### config.mk
export PLATFORM = sky130hd
export DESIGN_NAME = rgb_to_gray_ctrl
export DESIGN_NICKNAME = d
export VERILOG_FILES = /design/src/rtl/rgb2gray_pkg.sv /design/src/rtl/rgb_to_gray_settle_cnt.sv /design/src/rtl/rgb_to_gray_ctrl.sv
export SDC_FILE = /design/constraint.sdc
export NUM_CORES = 1
export LEC_CHECK = 0
export BUFFER_PORTS_ARGS = -buffer_cell sky130_fd_sc_hd__buf_2
export CAP_MARGIN = 10
export CORE_AREA = 2 2 39 41
export CTS_CLUSTER_SIZE = 28
export DETAILED_ROUTE_END_ITERATION = 10
export DIE_AREA = 0 0 41 43
export GPL_ROUTABILITY_DRIVEN = 1
export PLACE_DENSITY = 0.69
export SLEW_MARGIN = 10
export SYNTH_ARGS = -nofsm -noshare
export SYNTH_HDL_FRONTEND = slang
export SYNTH_HIERARCHICAL = 1
export SYNTH_SLANG_ARGS = --single-unit
### constraint.sdc
create_clock -name clk -period 3.7 [get_ports clk]
set_input_delay 0.37 -clock clk [delete_from_list [all_inputs] [get_ports clk]]
set_output_delay 0.37 -clock clk [all_outputs]
set_load 0.02 [all_outputs]
### src/rtl/rgb2gray_pkg.sv
// Shared select codes, state encoding and counter width for the RGB-to-gray controller
// and its datapath.
package rgb2gray_pkg;

  localparam logic [1:0] SEL_R    = 2'd0;
  localparam logic [1:0] SEL_G    = 2'd1;
  localparam logic [1:0] SEL_B    = 2'd2;
  localparam logic [1:0] SEL_NONE = 2'd3;

  localparam logic [2:0] ST_IDLE  = 3'd0;
  localparam logic [2:0] ST_MUL_R = 3'd1;
  localparam logic [2:0] ST_MUL_G = 3'd2;
  localparam logic [2:0] ST_MUL_B = 3'd3;
  localparam logic [2:0] ST_ADD   = 3'd4;
  localparam logic [2:0] ST_DONE  = 3'd5;

  typedef enum logic [2:0] {
    StIdle = ST_IDLE,
    StMulR = ST_MUL_R,
    StMulG = ST_MUL_G,
    StMulB = ST_MUL_B,
    StAdd  = ST_ADD,
    StDone = ST_DONE
  } state_e;

  localparam int unsigned CNT_W      = 4;
  localparam int unsigned SETTLE_MAX = 15;

endpackage

### src/rtl/rgb_to_gray_settle_cnt.sv
// Settle down-counter: loads a start value, counts to zero and flags the terminal count.
module rgb_to_gray_settle_cnt
  import rgb2gray_pkg::*;
(
  input  logic             clk,
  input  logic             rst,
  input  logic             i_load,
  input  logic [CNT_W-1:0] i_load_val,
  input  logic             i_dec,
  output logic             o_tc
);

  logic [CNT_W-1:0] r_count;

  always_ff @(posedge clk or posedge rst) begin
    if (rst) begin
      r_count <= '0;
    end else if (i_load) begin
      r_count <= i_load_val;
    end else if (i_dec && (r_count != '0)) begin
      r_count <= r_count - CNT_W'(1);
    end
  end

  assign o_tc = (r_count == '0);

endmodule

### src/rtl/rgb_to_gray_ctrl.sv
// Sequencing FSM for the RGB-to-gray FP datapath behind a valid/ready pixel stream.
// Define RGB2GRAY_PIX_CNT_EN to add the completed-pixel counter output pix_count.
module rgb_to_gray_ctrl
  import rgb2gray_pkg::*;
#(
  parameter int unsigned SETTLE_CYCLES = 1,
  parameter int unsigned PIX_CNT_W     = 32
) (
  input  logic       clk,
  input  logic       rst,
  input  logic       in_valid,
  output logic       in_ready,
  output logic       out_valid,
  input  logic       out_ready,
  output logic       busy,
  output logic [1:0] channel_mux,
  output logic [1:0] gain_mux,
  output logic       load_reg_en,
  output logic       r_turn_reg_en,
  output logic       g_turn_reg_en,
  output logic       b_turn_reg_en,
  output logic       result_reg_en
`ifdef RGB2GRAY_PIX_CNT_EN
  ,
  output logic [PIX_CNT_W-1:0] pix_count
`endif
);

  if (SETTLE_CYCLES < 1 || SETTLE_CYCLES > SETTLE_MAX || PIX_CNT_W < 1) begin : g_param_check
    $error("rgb_to_gray_ctrl: SETTLE_CYCLES must be 1..15 and PIX_CNT_W >= 1");
  end

  localparam logic [CNT_W-1:0] SettleLoad = CNT_W'(SETTLE_CYCLES - 1);

  state_e r_state, w_state_next;
  logic   r_out_valid;
  logic   w_tc;
  logic   w_cnt_load;
  logic   w_cnt_dec;

  always_ff @(posedge clk or posedge rst) begin
    if (rst) begin
      r_state     <= StIdle;
      r_out_valid <= 1'b0;
    end else begin
      r_state     <= w_state_next;
      r_out_valid <= (w_state_next == StDone);
    end
  end

  always_comb begin
    w_state_next = r_state;
    unique case (r_state)
      StIdle: if (load_reg_en) w_state_next = StMulR;
      StMulR: if (w_tc) w_state_next = StMulG;
      StMulG: if (w_tc) w_state_next = StMulB;
      StMulB: if (w_tc) w_state_next = StAdd;
      StAdd:  if (w_tc) w_state_next = StDone;
      StDone: if (out_ready) w_state_next = load_reg_en ? StMulR : StIdle;
      default: w_state_next = StIdle;
    endcase
  end

  always_comb begin
    in_ready      = 1'b0;
    busy          = 1'b0;
    channel_mux   = SEL_NONE;
    gain_mux      = SEL_NONE;
    r_turn_reg_en = 1'b0;
    g_turn_reg_en = 1'b0;
    b_turn_reg_en = 1'b0;
    result_reg_en = 1'b0;
    unique case (r_state)
      StIdle: in_ready = !rst;
      StMulR: begin
        busy          = 1'b1;
        channel_mux   = SEL_R;
        gain_mux      = SEL_R;
        r_turn_reg_en = w_tc;
      end
      StMulG: begin
        busy          = 1'b1;
        channel_mux   = SEL_G;
        gain_mux      = SEL_G;
        g_turn_reg_en = w_tc;
      end
      StMulB: begin
        busy          = 1'b1;
        channel_mux   = SEL_B;
        gain_mux      = SEL_B;
        b_turn_reg_en = w_tc;
      end
      StAdd: begin
        busy          = 1'b1;
        result_reg_en = w_tc;
      end
      // Sink acceptance frees the slot in the same cycle for back-to-back pixels.
      StDone: in_ready = !rst && out_ready;
      default: ;
    endcase
    load_reg_en = in_valid && in_ready;
  end

  assign out_valid = r_out_valid;

  // Reload on accept and on every MUL step hand-off so each step gets a full settle window.
  assign w_cnt_load = load_reg_en ||
                      (w_tc && (r_state == StMulR || r_state == StMulG || r_state == StMulB));
  assign w_cnt_dec  = busy && !w_tc;

  rgb_to_gray_settle_cnt u_settle_cnt (
    .clk        (clk),
    .rst        (rst),
    .i_load     (w_cnt_load),
    .i_load_val (SettleLoad),
    .i_dec      (w_cnt_dec),
    .o_tc       (w_tc)
  );

`ifdef RGB2GRAY_PIX_CNT_EN
  logic [PIX_CNT_W-1:0] r_pix_count;

  always_ff @(posedge clk or posedge rst) begin
    if (rst) begin
      r_pix_count <= '0;
    end else if (r_out_valid && out_ready) begin
      r_pix_count <= r_pix_count + PIX_CNT_W'(1);
    end
  end

  assign pix_count = r_pix_count;
`endif

endmodule
* Word-level counts from Yosys, hierarchy flattened
Index checks and enable logic that the tools add are counted.
** Cells by class
- Add/subtract/negate cells :: 1
- $mul :: 0
- Div/mod/pow operators :: 0
- Magnitude comparators :: 0
- Equal/unequal tests :: 6
- Shift operators :: 0
- Mux-type cells :: 17
- Bitwise gates (word level) :: 0
- Reductions and logical operators :: 15
** Operator list (number)
- $mux W3 :: 6
- $pmux W3 S6 :: 1
- $eq A3 B3 Y1 const B :: 3
- $mux W4 :: 2
- $eq A3 B2 Y1 const B :: 2
- $mux W1 :: 6
- $pmux W2 S3 :: 1
- $logic_and A1 B1 Y1 :: 5
- $logic_not A4 Y1 :: 1
- $reduce_bool A4 Y1 :: 1
- $reduce_or A4 Y1 :: 1
- $sub A4 B1 Y4 const B :: 1
- $eq A3 B1 Y1 const B :: 1
- $logic_not A3 Y1 :: 1
- $logic_or A1 B1 Y1 :: 3
- $logic_not A1 Y1 :: 2
- $pmux W1 S2 :: 1
- $reduce_bool A2 Y1 :: 1
** Word-level totals
- Register bits :: 8
- Latch bits :: 0
- Bits in writable memories :: 0
- Memory bits (read-only) :: 0
- Input bits :: 4
- Output and inout port bits :: 12
- Memories kept :: 0

* Logic depth before layout (Yosys ltp)
- Depth in word-level cells :: 8
- Mapped depth :: 10

* By module
The synthesis kept the hierarchy.
** By module, submodules not included
- rgb_to_gray_ctrl :: times used 1, cells each 42, area each 351.6 um2, sequential area each 100.1 um2
- rgb_to_gray_settle_cnt :: times used 1, cells each 28, area each 261.5 um2, sequential area each 100.1 um2

* Least setup slack after synthesis
No wires, ideal clock.
- Path type :: reg-to-reg
- Start :: register u_settle_cnt.r_count[0]
- End :: register u_settle_cnt.r_count[3]
- Arrival time :: 2.125 ns
- Data required time :: 3.574 ns
- Setup slack :: 1.449 ns
- Cell stages (with the launch flop) :: 11
- Buffers on the path :: 1
- Clock period less this slack :: 2.251 ns
- Path through :: dfrtp_1 > inv_1 > ha_1 > or3b_4 > inv_1 > nor2b_1 > o21ai_0 > nand2_1 > clkbuf_1 > nor3_1 > a221o_1
** On the way
- Elaborated cells on any way between the ends :: 11
- Those cells by class :: 1 x add/sub; 2 x mux; 8 x reduce/logical
** RTL lines
- start: declaration :: RTL line rgb_to_gray_settle_cnt.sv:13 : logic [CNT_W-1:0] r_count;
- start signal: assignment :: RTL line rgb_to_gray_settle_cnt.sv:19 : r_count <= i_load_val;
- start signal: assignment :: RTL line rgb_to_gray_settle_cnt.sv:21 : r_count <= r_count - CNT_W'(1);
- $logic_not A4 Y1 * :: RTL line rgb_to_gray_settle_cnt.sv:25 : assign o_tc = (r_count == '0);
- net w_tc :: RTL line rgb_to_gray_ctrl.sv:37 : logic w_tc;
- $logic_and A1 B1 Y1 * :: RTL line rgb_to_gray_ctrl.sv:108 : (w_tc && (r_state == StMulR || r_state == StMulG || r_state == StMulB));
- $logic_or A1 B1 Y1 * :: RTL line rgb_to_gray_ctrl.sv:107 : assign w_cnt_load = load_reg_en ||
- net w_cnt_load :: RTL line rgb_to_gray_ctrl.sv:38 : logic w_cnt_load;
- $mux W4 or $reduce_bool A2 Y1 (tied branches)
The timed path passes the listed nets; every way through them passes the cells marked *. The select of a mux whose other input is x is not followed.
A chain may end at the register's enable or synchronous reset.

* Final worst setup path
- Start :: register u_settle_cnt.r_count[0]
- End :: output port b_turn_reg_en
** On the way
- Word-level cells in the longest chain between the ends :: 2
** Ends and longest elaborated chain
- $logic_not A4 Y1 :: RTL line rgb_to_gray_settle_cnt.sv:25
- net w_tc :: RTL line rgb_to_gray_ctrl.sv:37
- $mux W1 :: RTL line rgb_to_gray_ctrl.sv:73 : unique case (r_state)
- end: declaration :: RTL line rgb_to_gray_ctrl.sv:21 : output logic b_turn_reg_en,
The timed path passes the listed nets, and every way through them passes these cells.

==> flow_metrics.env <==
export IMPL_status="complete, no violations"
export IMPL_cts_htree_levels=1
export IMPL_rsz0062_at_grt="no"
export IMPL_synthCells=70
export IMPL_place_congestion=0.716
export IMPL_routedWlPerCell_um=11.5
export IMPL_endpoint="b_turn_reg_en"
export IMPL_numPortBuffers=15
export IMPL_cp_data_arrival_time_ns=2.14
export IMPL_r2r_cells=9
export IMPL_p_per_area_nw_per_um2=942
export IMPL_dieArea_um2=1760
export IMPL_cpPeakStageDelay_ns=0.42
export IMPL_path_clk_slew_ns=0.06
export IMPL_synth_area_leader_cell="dfrtp_1"
export IMPL_core_area_um2=1380
export IMPL_worst_path_stages=7
export IMPL_antenna_found_initial=0
export IMPL_ys_top_cells_by_area="dfrtp_1 33%, inv_1 4.3%, nand2b_1 4.1%"
export IMPL_cp_num_buf_inv=3
export IMPL_yosysSeqAreaShare_pct=32.7
export IMPL_grt_use_total_pct=16.9
export IMPL_nFillCells=137
export IMPL_grt_pass1_wl_mm=1.96
export IMPL_rrSetupSlack_ns=1.30
export IMPL_synth_edff_count=0
export IMPL_yosysMostFrequentCell="dfrtp_1"
export IMPL_syn_area_um2=613
export IMPL_yosysWarnings=6
export IMPL_peakVddDrop_uv=458
export IMPL_io_pins=16
export IMPL_row_count=14
export IMPL_hpwl_um=909
export IMPL_end_kind="primary output"
export IMPL_r2r_start="u_settle_cnt/r_count[0]$_DFFE_PP0P_"
export IMPL_die_h_um=43
export IMPL_vias=512
export IMPL_initial_core_util_pct=44.3
export IMPL_startpoint="u_settle_cnt/r_count[0]$_DFFE_PP0P_"
export IMPL_hold_viol_final=0
export IMPL_setup_tns_ns=0
export IMPL_grt_pass1_vias=473
export IMPL_crit_top_cell="inv_1"
export IMPL_syn2layout_area_growth_pct=15.7
export IMPL_synth_top_cell_area_share_pct=32.7
export IMPL_fin_total_pwr_uw=668
export IMPL_synth_cell_types=33
export IMPL_crit_family="simple AND/OR/NAND/NOR gates"
export IMPL_synth_seq_cells=8
export IMPL_period_minus_slack_ns=2.51
export IMPL_drc_errors=0
export IMPL_drv_cap=0
export IMPL_async_flop_share_pct=100
export IMPL_path_class="register to primary output"
export IMPL_finalCritPeriodShare_pct=67.7
export IMPL_drv_slew=0
export IMPL_diodes=0
export IMPL_synth_avg_cell_area_um2=8.76
export IMPL_ys_flop_type="dfrtp_1"
export IMPL_fmax_mhz=399
export IMPL_grt_start_max_net_pins=13
export IMPL_drive_gt1_share_pct=27.9
export IMPL_critPathLaunchType="register"
export IMPL_globalRoute_totalOverflow=0
export IMPL_clk_path_buf_depth=2
export IMPL_cts_made_buffers=3
export IMPL_cellLeakagePower_uw=0.000391
export IMPL_wirelength_mm=1.18
export IMPL_cts_tree="done"
export IMPL_avgViaCountPerCell=5.02
export IMPL_setup_viol=0
export IMPL_path_max_fanout=7
export IMPL_cp_cell_sequence="inv_1, ha_1, or3b_4, inv_1, nor2b_1, and3_1, buf_2"
export IMPL_drtIter0Drc=9
export IMPL_hp_start="in_valid"
export IMPL_die_w_um=41
export IMPL_fin_nets=93
export IMPL_hold_class="input pin to register"
export IMPL_drt_first_pass_iters=2
export IMPL_r2r_end="u_settle_cnt/r_count[3]$_DFFE_PP0P_"
export IMPL_worstSkewPairLatency_ns=0.25
export IMPL_ant_nets=0
export IMPL_fin_worst_skew_ns=0.00690
export IMPL_required_ns=3.33
export IMPL_cts_sinks=8
export IMPL_cpMaxStageDelayCell="or3b_4"
export IMPL_clock_tree_root_cell="clkbuf_4"
export IMPL_yosys_top_cells_count="8 x dfrtp_1, 7 x inv_1, 6 x nand2_1, 6 x nor2_1"
[how the worst min path moves through the flow]
stage / to / depth (start not counted)
after floorplan: out_valid$_DFF_PP0_ / 1
after global placement: r_state[2]$_DFF_PP0_ / 2
after detailed placement: r_state[2]$_DFF_PP0_ / 2
after CTS: r_state[0]$_DFF_PP0_ / 3
after global routing: r_state[0]$_DFF_PP0_ / 3
final: r_state[0]$_DFF_PP0_ / 3
[layer usage]
layer / share of wire, % / global-route usage [%] / up-vias
met5: 0 / 0 / -
met4: 1.4 / 8.00 / 0
met3: 4.2 / 4.71 / 2
met2: 53 / 29.1 / 9
met1: 41 / 17.3 / 238
li1: - / - / 263
[worst min-delay path, delay by kind of cell]
kind / cells / cell delay [ns]
AO/OA/AOI/OAI: 2 / 0.19
buffers and inverters: 1 / 0.08
[where the power goes]
part	leakage (µW)	switching, µW	internal (µW)
Clock	0.0000138	30.2	37.2
Combinational	0.000277	231	187
Sequential	0.000100	57.2	126
[flip-flops by register name, summed over array words and instances, names as in the netlist]
register,flops
r_state,3
u_settle_cnt/r_count,4
out_valid,1
[placed cells by master, fill, tap and decap left out]
master / instances
o211ai_2: 2
mux2i_1: 1
nor4b_2: 1
conb_1: 4
buf_2: 15
o31a_1: 1
nor3_1: 1
clkbuf_4: 3
o21a_1: 1
and4b_1: 1
dlygate4sd3_1: 1
a31o_1: 1
dfrtp_1: 8
o21ba_4: 1
nor2_1: 6
or3b_4: 1
and3_1: 3
xor2_1: 2
ha_1: 1
o21ai_1: 2
nand2_1: 6
and3_4: 1
and4bb_1: 1
inv_1: 7
or2_1: 1
o21ai_0: 1
nand2b_1: 4
nor2b_1: 2
nor3b_1: 1
xnor2_1: 1
a21oi_1: 4
a221o_1: 1
[cells by family after synthesis]
| logic type | after synthesis | share of synthesized area (%) |
|---|---|---|
| adders and majority gates | 1 | 2.04 |
| and+or+nand+nor | 29 | 29.4 |
| muxes | 1 | 1.63 |
| other | 1 | 0.612 |
| xor gates and xnor gates | 3 | 4.29 |
| buffers and inverters | 13 | 11.2 |
| AOI/OAI and AO/OA | 14 | 18.2 |
| DFF | 8 | 32.7 |
[layout make-up]
cell class | instances | area [µm²] | share of cell area [%]
clock buffer | 3 | 22.5 | 3.17
sequential | 8 | 200 | 28.2
tap | 16 | 20.0 | 2.82
timing repair buffer | 16 | 85.1 | 12.0
inverter | 7 | 26.3 | 3.70
multi-input combinational | 52 | 355 | 50.1
[what timing repair did]
action | 4_1_cts | 5_1_grt
endpoints found under the hold margin | 3 | 0
gates resized for setup | 0 | 0
buffers inserted | 0 | 0
hold buffers | 1 | 0
[per-stage QoR]
step	utilization [%]	hold slack, ns	cells	area (µm²)	setup WS, ns
floorplan	-	0.136	73	624	1.45
global placement	48.9	0.275	98	677	1.40
detailed placement	48.9	0.275	98	677	1.30
CTS	51.3	0.421	102	709	1.18
global route	51.3	0.423	102	709	1.04
finish	51.3	0.424	102	709	1.19
Power figures use the tool's default switching activity.
